===== src/rtl/mux_rr_pipe.sv =====
`default_nettype none
// ============================================================================
// Module   : mux_rr_pipe
// Purpose  : N-to-1 valid/ready mux into a single-entry output register,
//            channel chosen by external select or by round-robin arbitration.
// Revision : 1.0 - initial release
// ============================================================================
module mux_rr_pipe #(
  parameter int WIDTH  = 32,
  parameter int NUM_IN = 4,
  parameter int SEL_W  = 2,
  parameter int MODE   = 0
) (
  input  logic                    clk,
  input  logic                    rst_n,
  input  logic [NUM_IN*WIDTH-1:0] in_data,
  input  logic [NUM_IN-1:0]       in_valid,
  output logic [NUM_IN-1:0]       in_ready,
  input  logic [SEL_W-1:0]        sel,
  output logic [WIDTH-1:0]        out_data,
  output logic                    out_valid,
  input  logic                    out_ready,
  output logic [SEL_W-1:0]        out_src,
  output logic                    sel_err
);

  localparam logic [SEL_W:0]   c_num_in = (SEL_W+1)'(NUM_IN);
  localparam logic [SEL_W-1:0] c_last   = SEL_W'(NUM_IN - 1);

  logic [WIDTH-1:0] r_out_data;
  logic [SEL_W-1:0] r_out_src;
  logic             r_out_valid;
  logic             r_sel_err;
  logic [SEL_W-1:0] r_rr_ptr;

  logic [WIDTH-1:0] w_ch [NUM_IN];
  logic             w_can_load;
  logic             w_sel_ok;
  logic             w_rr_found;
  logic [SEL_W-1:0] w_rr_idx;
  logic [SEL_W:0]   w_cand;
  logic             w_gnt_vld;
  logic [SEL_W-1:0] w_gnt_idx;
  logic             w_xfer;

  for (genvar gi = 0; gi < NUM_IN; gi++) begin : g_unpack
    assign w_ch[gi] = in_data[gi*WIDTH +: WIDTH];
  end

  assign w_can_load = !r_out_valid || out_ready;
  assign w_sel_ok   = ({1'b0, sel} < c_num_in);

  // Round-robin search: first valid channel at or after r_rr_ptr, modulo NUM_IN.
  always_comb begin
    w_rr_found = 1'b0;
    w_rr_idx   = '0;
    w_cand     = '0;
    for (int k = 0; k < NUM_IN; k++) begin
      w_cand = {1'b0, r_rr_ptr} + k[SEL_W:0];
      if (w_cand >= c_num_in) w_cand = w_cand - c_num_in;
      if (!w_rr_found && in_valid[w_cand[SEL_W-1:0]]) begin
        w_rr_found = 1'b1;
        w_rr_idx   = w_cand[SEL_W-1:0];
      end
    end
  end

  always_comb begin
    w_gnt_vld = 1'b0;
    w_gnt_idx = '0;
    in_ready  = '0;
    if (MODE == 0) begin
      w_gnt_vld = w_sel_ok;
      w_gnt_idx = sel;
    end else begin
      w_gnt_vld = w_rr_found;
      w_gnt_idx = w_rr_idx;
    end
    if (rst_n && w_gnt_vld && w_can_load) in_ready[w_gnt_idx] = 1'b1;
  end

  assign w_xfer = w_gnt_vld && w_can_load && in_valid[w_gnt_idx];

  always_ff @(posedge clk or negedge rst_n) begin
    if (!rst_n) begin
      r_out_data  <= '0;
      r_out_src   <= '0;
      r_out_valid <= 1'b0;
      r_sel_err   <= 1'b0;
      r_rr_ptr    <= '0;
    end else begin
      r_sel_err <= (MODE == 0) && !w_sel_ok && (|in_valid);
      if (w_xfer) begin
        r_out_data  <= w_ch[w_gnt_idx];
        r_out_src   <= w_gnt_idx;
        r_out_valid <= 1'b1;
        if (MODE != 0) r_rr_ptr <= (w_gnt_idx == c_last) ? '0 : w_gnt_idx + 1'b1;
      end else if (r_out_valid && out_ready) begin
        r_out_valid <= 1'b0;
      end
    end
  end

  assign out_data  = r_out_data;
  assign out_src   = r_out_src;
  assign out_valid = r_out_valid;
  assign sel_err   = r_sel_err;

endmodule
`default_nettype wire


===== config.mk =====
export PLATFORM = sky130hd
export DESIGN_NAME = mux_rr_pipe
export DESIGN_NICKNAME = d
export VERILOG_FILES = /design/src/rtl/mux_rr_pipe.sv
export SDC_FILE = /design/constraint.sdc
export NUM_CORES = 1
export LEC_CHECK = 0
export BUFFER_PORTS_ARGS = -buffer_cell sky130_fd_sc_hd__buf_2
export CAP_MARGIN = 15
export CORE_AREA = 2 2 82 84
export DETAILED_ROUTE_END_ITERATION = 7
export DIE_AREA = 0 0 84 86
export PLACE_DENSITY = 0.72
export SYNTH_ARGS = -nofsm -noshare
export SYNTH_HDL_FRONTEND = slang
export SYNTH_SLANG_ARGS = --single-unit

===== constraint.sdc =====
create_clock -name clk -period 4.8 [get_ports clk]
set_clock_uncertainty 0.15 [all_clocks]
set_input_delay 0.24 -clock clk [delete_from_list [all_inputs] [get_ports clk]]
set_output_delay 0.24 -clock clk [all_outputs]
set_load 0.01 [all_outputs]

==> run metrics, run 1 <==
run status=completed; worst slack at placement=1.57 ns; mapped cell area=2170 um2; clock slew at reported path FFs=0.07 ns; via count=1887; final wirelength=6120 um; Mean Syn Cell Area=16.7 um2; CTS buffer count=5; synthesized flop and latch total=35; Antenna Nets Post-Route=0; Static Leak=0.00157 uW; Peak Freq=0.375 GHz; fin worst setup slack=2.13 ns; Max clock buf depth=2; hold path endpoint=out_valid; final core utilization=50.9%; HP Start=in_valid[2]; Worst Path Required=4.81 ns; Final #Nets=440; DRC=0; sequential power share=42.0%; clock root cell=clkbuf_8; ANT cells=0; Total Routing Usage GR=17.5%; Final Hold Vio Count=0; Setup violations, final=0; CTS resizes=0; Post-DP Area=3070 um2; Post-CTS Hold Buffers=1; die height=86 um; combinational share of power=36.7%; hold path depth=4; Mapped Cells=130; die area=7220 um2; total I/O pin count=177; worst IR drop on VDD=0.150 mV; Reg-to-Reg End=out_data[25]; std cell rows=29; Worst Reg-to-Reg Cells=5; Placer Congestion=0.764; antenna violations before repair=0; hpwl dp=4950 um; sequential area share after synthesis=40.3%; worst slew pin tran=0.862 ns; Slew Limit Fails=0; crit share post-route=55.6%; flop-to-flop setup slack=2.61 ns; asr flop ratio synth=100%; DR pass1 iterations=3; die width=84 um; Post-CTS Setup Repair Bufs=0; Area Growth Syn to Fin=47.2%; H-tree levels=2; setup TNS=0 ns; Initial Utilization=34.6%; clock latency on the worst-skew pair=0.28 ns; Yosys cell types=21; # clock sinks=35; Synth Flop Type=dfrtp_1; Cell Int Power=689 uW; WP data arrival=2.68 ns; Max-slew headroom=42.5%; gr ovfl total=0; WL/cell=16.1 um; vias per inst=4.97; Final min period=2.67 ns; TritonCTS clock tree=yes; layout cells sized above 1=82.2%; largest net degree at the start of global routing=39; crit path launch type=input pin; global-route wire length before repair=9790 um; syn nets=267; Post-Layout Inst Area=3200 um2; # port buffers=175; Core ar.=6280 um2; Sw Share=29.6%; NetSw=290 uW; CP Class=in -> reg; PD cells=306 nW/um2; clock share of power=21.4%; r2r startpoint=out_valid; Synth warnings=0; type of the most critical hold path=in -> reg; vias in the first global route=2059; EDFF count, synth=0; DR iter-0 viols=33; endpoint class of the critical path=flop; unrepaired setup endpoints after global routing=no; CP Max Fanout=38; max-cap viol count=0
-- how the worst max path moves through the flow --
stage,startpoint,end,cells past startpoint
floorplan,sel[1],out_data[15],5
global placement,sel[1],out_data[30],5
detailed placement,sel[1],out_data[25],5
CTS,sel[1],out_data[27],5
global route,sel[1],out_data[25],6
finish,sel[1],out_data[25],6
-- sequential cells by signal, indices dropped and copies added, names as in the netlist --
signal	count
out_data	32
out_src	2
out_valid	1
-- cells in the final DEF (no fill, tap or decap), drive strengths merged --
master and n:
nor2 2, a31oi 1, dlygate4sd3 1, clkbuf 6, nand2 2, nor3 2, mux2 35, mux4 32
dfrtp 35, nand3 2, mux2i 1, and3b 1, clkinv 1, buf 177, inv 2, o21ai 1
nand2b 1, conb 1
-- cells by family (layout without fill, tap and decap cells) --
group,count (synthesis),after routing,synth area share (%)
AO/OA/AOI/OAI,2,2,1.21
buffers and inverters,14,187,4.03
flip-flops,35,35,40.3
multiplexers,68,68,52.0
other,1,1,0.173
AND/OR/NAND/NOR,10,10,2.30
-- cell usage after synthesis (2+ instances only) --
library cell	count	share of area, %
mux2_2	31	16
nor2_1	2	0.35
buf_2	4	0.92
nor3_1	2	0.46
buf_4	2	0.69
inv_1	2	0.35
mux2_1	3	1.6
clkbuf_1	2	0.35
buf_6	3	1.6
dfrtp_1	35	40
nand2_1	2	0.35
nand3_1	2	0.46
mux4_2	32	33
-- metal layers --
| layer | share of wire, % | GRT usage, % | up-vias |
|---|---|---|---|
| met2 | 56 | 33.2 | 94 |
| met4 | 0.83 | 4.55 | 0 |
| li1 | - | - | 860 |
| met5 | 0 | 0 | - |
| met1 | 36 | 18.9 | 929 |
| met3 | 7.5 | 5.49 | 4 |
-- power by group through the flow --
stage | combinational, uW | clock [uW] | sequential, uW
floorplan | 157 | 0 | 451
global placement | 347 | 0 | 415
detailed placement | 360 | 0 | 416
CTS | 360 | 219 | 411
global route | 387 | 236 | 422
finish | 359 | 209 | 411
-- through the flow --
stage / hold WS, ns / std cells / power [uW]
floorplan: -0.206 / 130 / 608
global placement: 0.215 / 371 / 763
detailed placement: 0.236 / 371 / 776
CTS: 0.190 / 379 / 991
global route: 0.222 / 380 / 1050
finish: 0.201 / 380 / 979
-- critical path, cell delays in order --
cell	delay, ns
buf_2	0.65
mux2_2	0.43
and3b_1	0.22
a31oi_4	0.54
buf_16	0.23
mux2_2	0.34
-- layout make-up --
type	instances	area, um2
clock buffers	6	82.6
clock inverters	1	5.00
fillers	557	3080
inverters	2	7.51
multi-input cells	81	1210
flip-flops and latches	35	876
well taps	77	96.3
repair buffers	178	921
Note: power is estimated with default switching activity, not from simulation.
==> inputs of run 2 (changes only) <==
==> constraint.sdc (replaced) <==
create_clock -name clk -period 2.6 [get_ports clk]
set_clock_uncertainty 0.15 [all_clocks]
set_input_delay 0.13 -clock clk [delete_from_list [all_inputs] [get_ports clk]]
set_output_delay 0.13 -clock clk [all_outputs]
set_load 0.01 [all_outputs]
==> run 2 against run 1 <==
  * Setup slack got worse by 1.4 ns
  * Design area rose by 0.12%
  * First-iteration DRC count rose by 58%
  * Via count fell by 0.11%
  * Largest cell class unchanged
  * Largest power group unchanged
  * Wire length fell by 2.5%
  * Core utilization rose by 0.060 points
==> run metrics, run 2 (same netlist as run 1, synthesis figures left out) <==
layout cells sized above 1=82.3% (+0.12 points); Final #Nets=443 (+0.68%); final wirelength=5970 um (-2.5%); Worst Hold Slack=0.0836 ns (-0.117 ns); antenna violations before repair=0 (unchanged); Core ar.=6280 um2 (unchanged); max-cap viol count=0 (unchanged); die width=84 um (unchanged); DR iter-0 viols=52 (+58%); Max clock buf depth=2 (unchanged); total I/O pin count=177 (unchanged); CTS buffer count=5 (unchanged); Final Hold Vio Count=0 (unchanged); Antenna Nets Post-Route=0 (unchanged); Static Leak=0.00157 uW (about the same); Max-slew headroom=64.0% (+22 points); std cell rows=29 (unchanged); Post-CTS Setup Repair Bufs=0 (unchanged); unrepaired setup endpoints after global routing=no; ANT cells=0 (unchanged); clock latency on the worst-skew pair=0.28 ns (about the same); worst IR drop on VDD=0.262 mV (+75%); run status=completed; H-tree levels=2 (unchanged); setup TNS=0 ns (unchanged); CP Class=in -> reg; Area Growth Syn to Fin=47.4%; die height=86 um (unchanged); TritonCTS clock tree=yes; hpwl dp=5090 um (+2.6%); Setup violations, final=0 (unchanged); Multi-input gate area=1210 um2 (unchanged); clock root cell=clkbuf_8; Final min period=1.83 ns; CP most frequent cell=mux2_2; max reg flops=32 (unchanged); # port buffers=175 (unchanged); vias in the first global route=2065 (+0.29%); Peak Freq=0.545 GHz; Total Routing Usage GR=16.8% (-0.74 points); Worst Path Required=2.62 ns (-2.19 ns); number of buffers and inverters on the critical path=2 (unchanged); crit share post-route=70.6%; largest net degree at the start of global routing=24 (-38%); fillers=571 (+2.5%); DRC=0 (unchanged); cell family with most CP delay=multiplexers; final core utilization=51.0% (+0.060 points); FF/Latch Area=876 um2 (unchanged); clock slew at reported path FFs=0.06 ns (about the same); crit path launch type=input pin; Initial Utilization=34.6% (unchanged); endpoint class of the critical path=flop; Post-CTS Hold Buffers=1 (unchanged); CTS resizes=0 (unchanged); slowest cell delay on critical path=0.39 ns (-0.26 ns); DR pass1 iterations=4 (+1); vias per inst=4.93 (-0.63%); gr ovfl total=0 (unchanged); most frequent cells in the layout=buf_2, dfrtp_1, mux4_2; type of the most critical hold path=in -> reg; critical path cell sequence=buf_2 -> mux2_2 -> and3b_1 -> a31oi_4 -> buf_4 -> mux2_2; die area=7220 um2 (unchanged); # clock sinks=35 (unchanged); global-route wire length before repair=9460 um (-3.4%); WP data arrival=1.85 ns (-0.83 ns); Critical Path Slowest Stage Cell=mux2_2; via count=1885 (-0.11%); PD cells=553 nW/um2 (+81%); WL/cell=15.6 um (-3.0%); worst slew pin tran=0.540 ns (-0.323 ns); CP Max Fanout=18 (-53%); Slew Limit Fails=0 (unchanged); commonest non-fill, non-tap cell in the layout=buf_2; Placer Congestion=0.843 (+10%)
run 2: cell types whose count changed in the layout (fill, tap and decap cells not counted):
cell,previous run,this run
buf_4,1,4
buf_12,0,1
buf_16,1,0
clkbuf_8,6,5
clkinv_2,1,0
clkinvlp_4,0,1
run 2: final timing paths:
check	from	end	slack [ns]	depth (start not counted)
min reg2reg	out_data[26]	out_data[26]	0.34	1
min in group asynchronous	rst_n	out_valid	0.16	2
max reg2reg	out_valid	out_data[16]	0.77	5
min	in_valid[2]	out_valid	0.08	4
max in group asynchronous	rst_n	out_data[31]	1.54	3
max	sel[1]	out_data[16]	0.77	6
run 2: layer usage:
metal  GRT usage (%)  vias up  part of all wire [%]
met5               0        -                     0
met2            31.5       94                    56
met1            18.5      922                    36
li1                -      865                     -
met3            4.81        4                   7.6
met4            4.69        0                  0.85
run 2: worst reg2reg max path, stage by stage, from the launching register on:
cell and delay (ns):
dfrtp_1 0.36, nand2b_1 0.17, and3b_1 0.26, a31oi_4 0.15, buf_4 0.27, mux2_2 0.37
run 2: cell type report:
cell class | instances | area share [%]
multi-input combinational | 81 | 37.8
timing repair buffer | 181 | 29.2
sequential | 35 | 27.4
tap | 77 | 3.01
clock buffer | 5 | 2.15
clock inverter | 1 | 0.235
inverter | 2 | 0.235
run 2: through the flow:
| step | cells | instance area [um2] | setup WS, ns | power [uW] |
|---|---|---|---|---|
| floorplan | 130 | 2170 | 0.826 | 1120 |
| global placement | 375 | 3110 | 0.512 | 1420 |
| finish | 382 | 3200 | 0.766 | 1770 |
| detailed placement | 375 | 3110 | 0.453 | 1440 |
| global route | 382 | 3200 | 0.617 | 1880 |
| CTS | 382 | 3200 | 0.761 | 1800 |
run 2: power breakdown:
group / internal (uW) / switching [uW]
registers: 688 / 71.6
logic: 376 / 280
clock network: 177 / 177
==> inputs of run 3 (changes only) <==
==> config.mk (replaced) <==
export PLATFORM = sky130hd
export DESIGN_NAME = mux_rr_pipe
export DESIGN_NICKNAME = d
export VERILOG_FILES = /design/src/rtl/mux_rr_pipe.sv
export SDC_FILE = /design/constraint.sdc
export NUM_CORES = 1
export LEC_CHECK = 0
export ABC_AREA = 1
export BUFFER_PORTS_ARGS = -buffer_cell sky130_fd_sc_hd__buf_2
export CAP_MARGIN = 15
export CORE_AREA = 2 2 91 93
export DETAILED_ROUTE_END_ITERATION = 7
export DIE_AREA = 0 0 93 95
export PLACE_DENSITY = 0.7
export SYNTH_ARGS = -nofsm -noshare
export SYNTH_HDL_FRONTEND = slang
export SYNTH_SLANG_ARGS = --single-unit
==> constraint.sdc (replaced) <==
create_clock -name clk -period 1.5 [get_ports clk]
set_clock_uncertainty 0.15 [all_clocks]
set_input_delay 0.075 -clock clk [delete_from_list [all_inputs] [get_ports clk]]
set_output_delay 0.075 -clock clk [all_outputs]
set_load 0.01 [all_outputs]
==> run 3 against run 2 <==
  * Die area up 22%
  * Global-route usage up 2.1 points
  * Worst hold slack worse by 0.028 ns
  * Wire length up 40%
  * Core utilization down 4.1 points
  * Combinational power up 81%
  * Synthesized cell count rose to 3.7 times the previous value
  * Via count up 75%
  * Critical endpoint is now in_ready[2]
  * Critical path depth down 2
  * Clock power up 79%
  * Setup slack worse by 0.66 ns
==> run metrics, run 3 <==
number of buffers and inverters on the critical path=1 (-1); Setup violations, final=0 (unchanged); Final min period=1.40 ns; Total Routing Usage GR=18.8% (+2.1 points); adder-cell share of the synthesized area=0% (unchanged); WL/cell=11.1 um (-29%); mapped cell area=2700 um2 (+24%); Post-DP Area=3600 um2 (+15%); synth cell count leaders=nand2_1, dfrtp_1, nand3_1; Worst Hold Slack=0.0552 ns (-0.0284 ns); sequential area share after synthesis=32.4% (-7.9 points); via count=3292 (+75%); Worst Reg-to-Reg Cells=4 (-1); die height=95 um (+10%); antenna violations before repair=0 (unchanged); setup TNS=0 ns (unchanged); vias in the first global route=3006 (+46%); run status=completed; DR pass1 iterations=4 (unchanged); # clock sinks=35 (unchanged); CTS buffer count=5 (unchanged); PD cells=831 nW/um2 (+50%); crit path launch type=flop; flop-to-flop setup slack=0.27 ns (-0.50 ns); hold path endpoint=out_data[2]; commonest non-fill, non-tap cell in the layout=nand2_1; Cell Int Power=1970 uW (+59%); total power=3090 uW (+75%); CP Max Fanout=4 (-14); synthesized flop and latch total=35 (unchanged); Mean Syn Cell Area=5.65 um2 (-66%); post-synthesis compound-gate area fraction=0% (-1.2 points); Slew Limit Fails=0 (unchanged); vias per inst=4.40 (-11%); clock share of power=20.5% (+0.5 points); layout cells sized above 1=31.7% (-51 points); final core utilization=46.9% (-4.1 points); cell family with most CP delay=flip-flops; Yosys cell types=14 (-33%); post-synthesis mux area share=0% (-52 points); global-route wire length before repair=13500 um (+42%); Mapped Cells=478 (+270%); asr flop ratio synth=100% (unchanged); clock slew at reported path FFs=0.07 ns (about the same); synth top area cells=nand2_1, dfrtp_1, nand3_1; combinational share of power=38.4% (+1.3 points); final wirelength=8320 um (+40%); WP data arrival=1.17 ns (-0.68 ns); hold path depth=7 (+3); Reg-to-Reg End=out_data[6]; EDFF count, synth=0 (unchanged); Core ar.=7930 um2 (+26%); slowest cell delay on critical path=0.41 ns (+0.02 ns); # port buffers=175 (unchanged); largest family of logic cells by synthesized area=simple AND/OR/NAND/NOR gates; CP most frequent cell=nand2_4; largest net degree at the start of global routing=36 (+50%); critical path cell sequence=nand2_4 -> nand2_4 -> nor3_1 -> buf_2; die area=8840 um2 (+22%); syn nets=615 (+130%); std cell rows=33 (+14%); Yosys top cell area share=51.0% (+11 points); total I/O pin count=177 (unchanged); Initial Utilization=34.1% (-0.53 points); r2r startpoint=out_valid; ANT cells=0 (unchanged); endpoint class of the critical path=primary output; HP Start=in_data[2]; max-cap viol count=0 (unchanged); most frequent cells in the layout=nand2_1, buf_2, dfrtp_1; H-tree levels=2 (unchanged); Post-Layout Inst Area=3720 um2 (+16%); simple-gate area share of the yosys netlist=58.9% (+57 points); NetSw=1120 uW (+110%); Post-Synth XOR/XNOR Area=0% (unchanged); WP depth=4 (-2); Area Growth Syn to Fin=37.6%; Antenna Nets Post-Route=0 (unchanged); cell type with the largest total area after synthesis=nand2_1; Peak Freq=0.717 GHz; clock latency on the worst-skew pair=0.27 ns (about the same); max reg flops=32 (unchanged); Worst Path Required=1.27 ns (-1.35 ns); gr ovfl total=0 (unchanged); die width=93 um (+11%); Static Leak=0.00247 uW (+57%); DRC=0 (unchanged); crit share post-route=93.0%; Final #Nets=780 (+76%); Sw Share=36.2% (+6.3 points); type of the most critical hold path=in -> reg; DR iter-0 viols=124 (+140%); CP Class=reg -> out; Post-CTS Setup Repair Bufs=0 (unchanged); Max clock buf depth=2 (unchanged); Placer Congestion=0.848 (+0.64%); unrepaired setup endpoints after global routing=no; Final Hold Vio Count=0 (unchanged); Synth Flop Type=dfrtp_1; Critical Path Slowest Stage Cell=dfrtp_1; Synth warnings=0 (unchanged); sequential power share=41.1% (-1.8 points); clock root cell=clkbuf_8; worst IR drop on VDD=0.289 mV (+11%); hpwl dp=6480 um (+27%); most frequent cell after synthesis=nand2_1; TritonCTS clock tree=yes
## run 3: worst max-delay path by stage
stage,start,end,slack [ns]
after floorplan,out_valid,out_data[0],0.18
after global placement,out_valid,in_ready[1],0.20
after detailed placement,sel[0],out_data[13],0.14
after CTS,out_valid,in_ready[1],0.01
after global routing,out_valid,in_ready[2],0.03
final,out_valid,in_ready[2],0.10
## run 3: cell families after synthesis
family | count (synthesis)
and+or+nand+nor | 407
DFF | 35
buffers and inverters | 35
other | 1
## run 3: final cells by class
class | count | area (um2)
Inverter | 3 | 13.8
Clock buffer | 7 | 76.3
Fill cell | 889 | 4210
Clock inverter | 1 | 5.00
Multi-Input combinational cell | 408 | 1620
Sequential cell | 35 | 876
Tap cell | 105 | 131
Timing Repair Buffer | 190 | 991
## run 3: what timing repair did
item	in CTS	in global routing
hold buffers	1	0
hold endpoints to repair	35	0
endpoints found under the setup margin	4	4
resized for setup	2	5
## run 3: power groups by stage
stage | sequential (uW) | clock [uW] | combinational, uW
global placement | 1280 | 0 | 1160
floorplan | 1370 | 0 | 567
global route | 1300 | 713 | 1350
CTS | 1270 | 659 | 1200
detailed placement | 1280 | 0 | 1190
finish | 1270 | 635 | 1190
## run 3: per-layer routing
metal / share of wire, % / global-route usage (%)
met5: 0 / 0
met4: 0.84 / 4.53
met3: 5.4 / 2.23
met2: 49 / 32.7
met1: 45 / 25.0
## run 3: through the flow
stage | std cells | worst slack, ns
final | 749 | 0.105
after global routing | 749 | 0.0313
after CTS | 749 | 0.0146
after detailed placement | 740 | 0.141
after global placement | 740 | 0.203
after floorplan | 478 | 0.177
## run 3: tightest hold or removal path: stages
cell,delay [ns]
buf_2,0.08
nand2_1,0.04
nand2_1,0.05
nand2_1,0.04
nand2_1,0.05
nand3_1,0.06
nand2_1,0.06
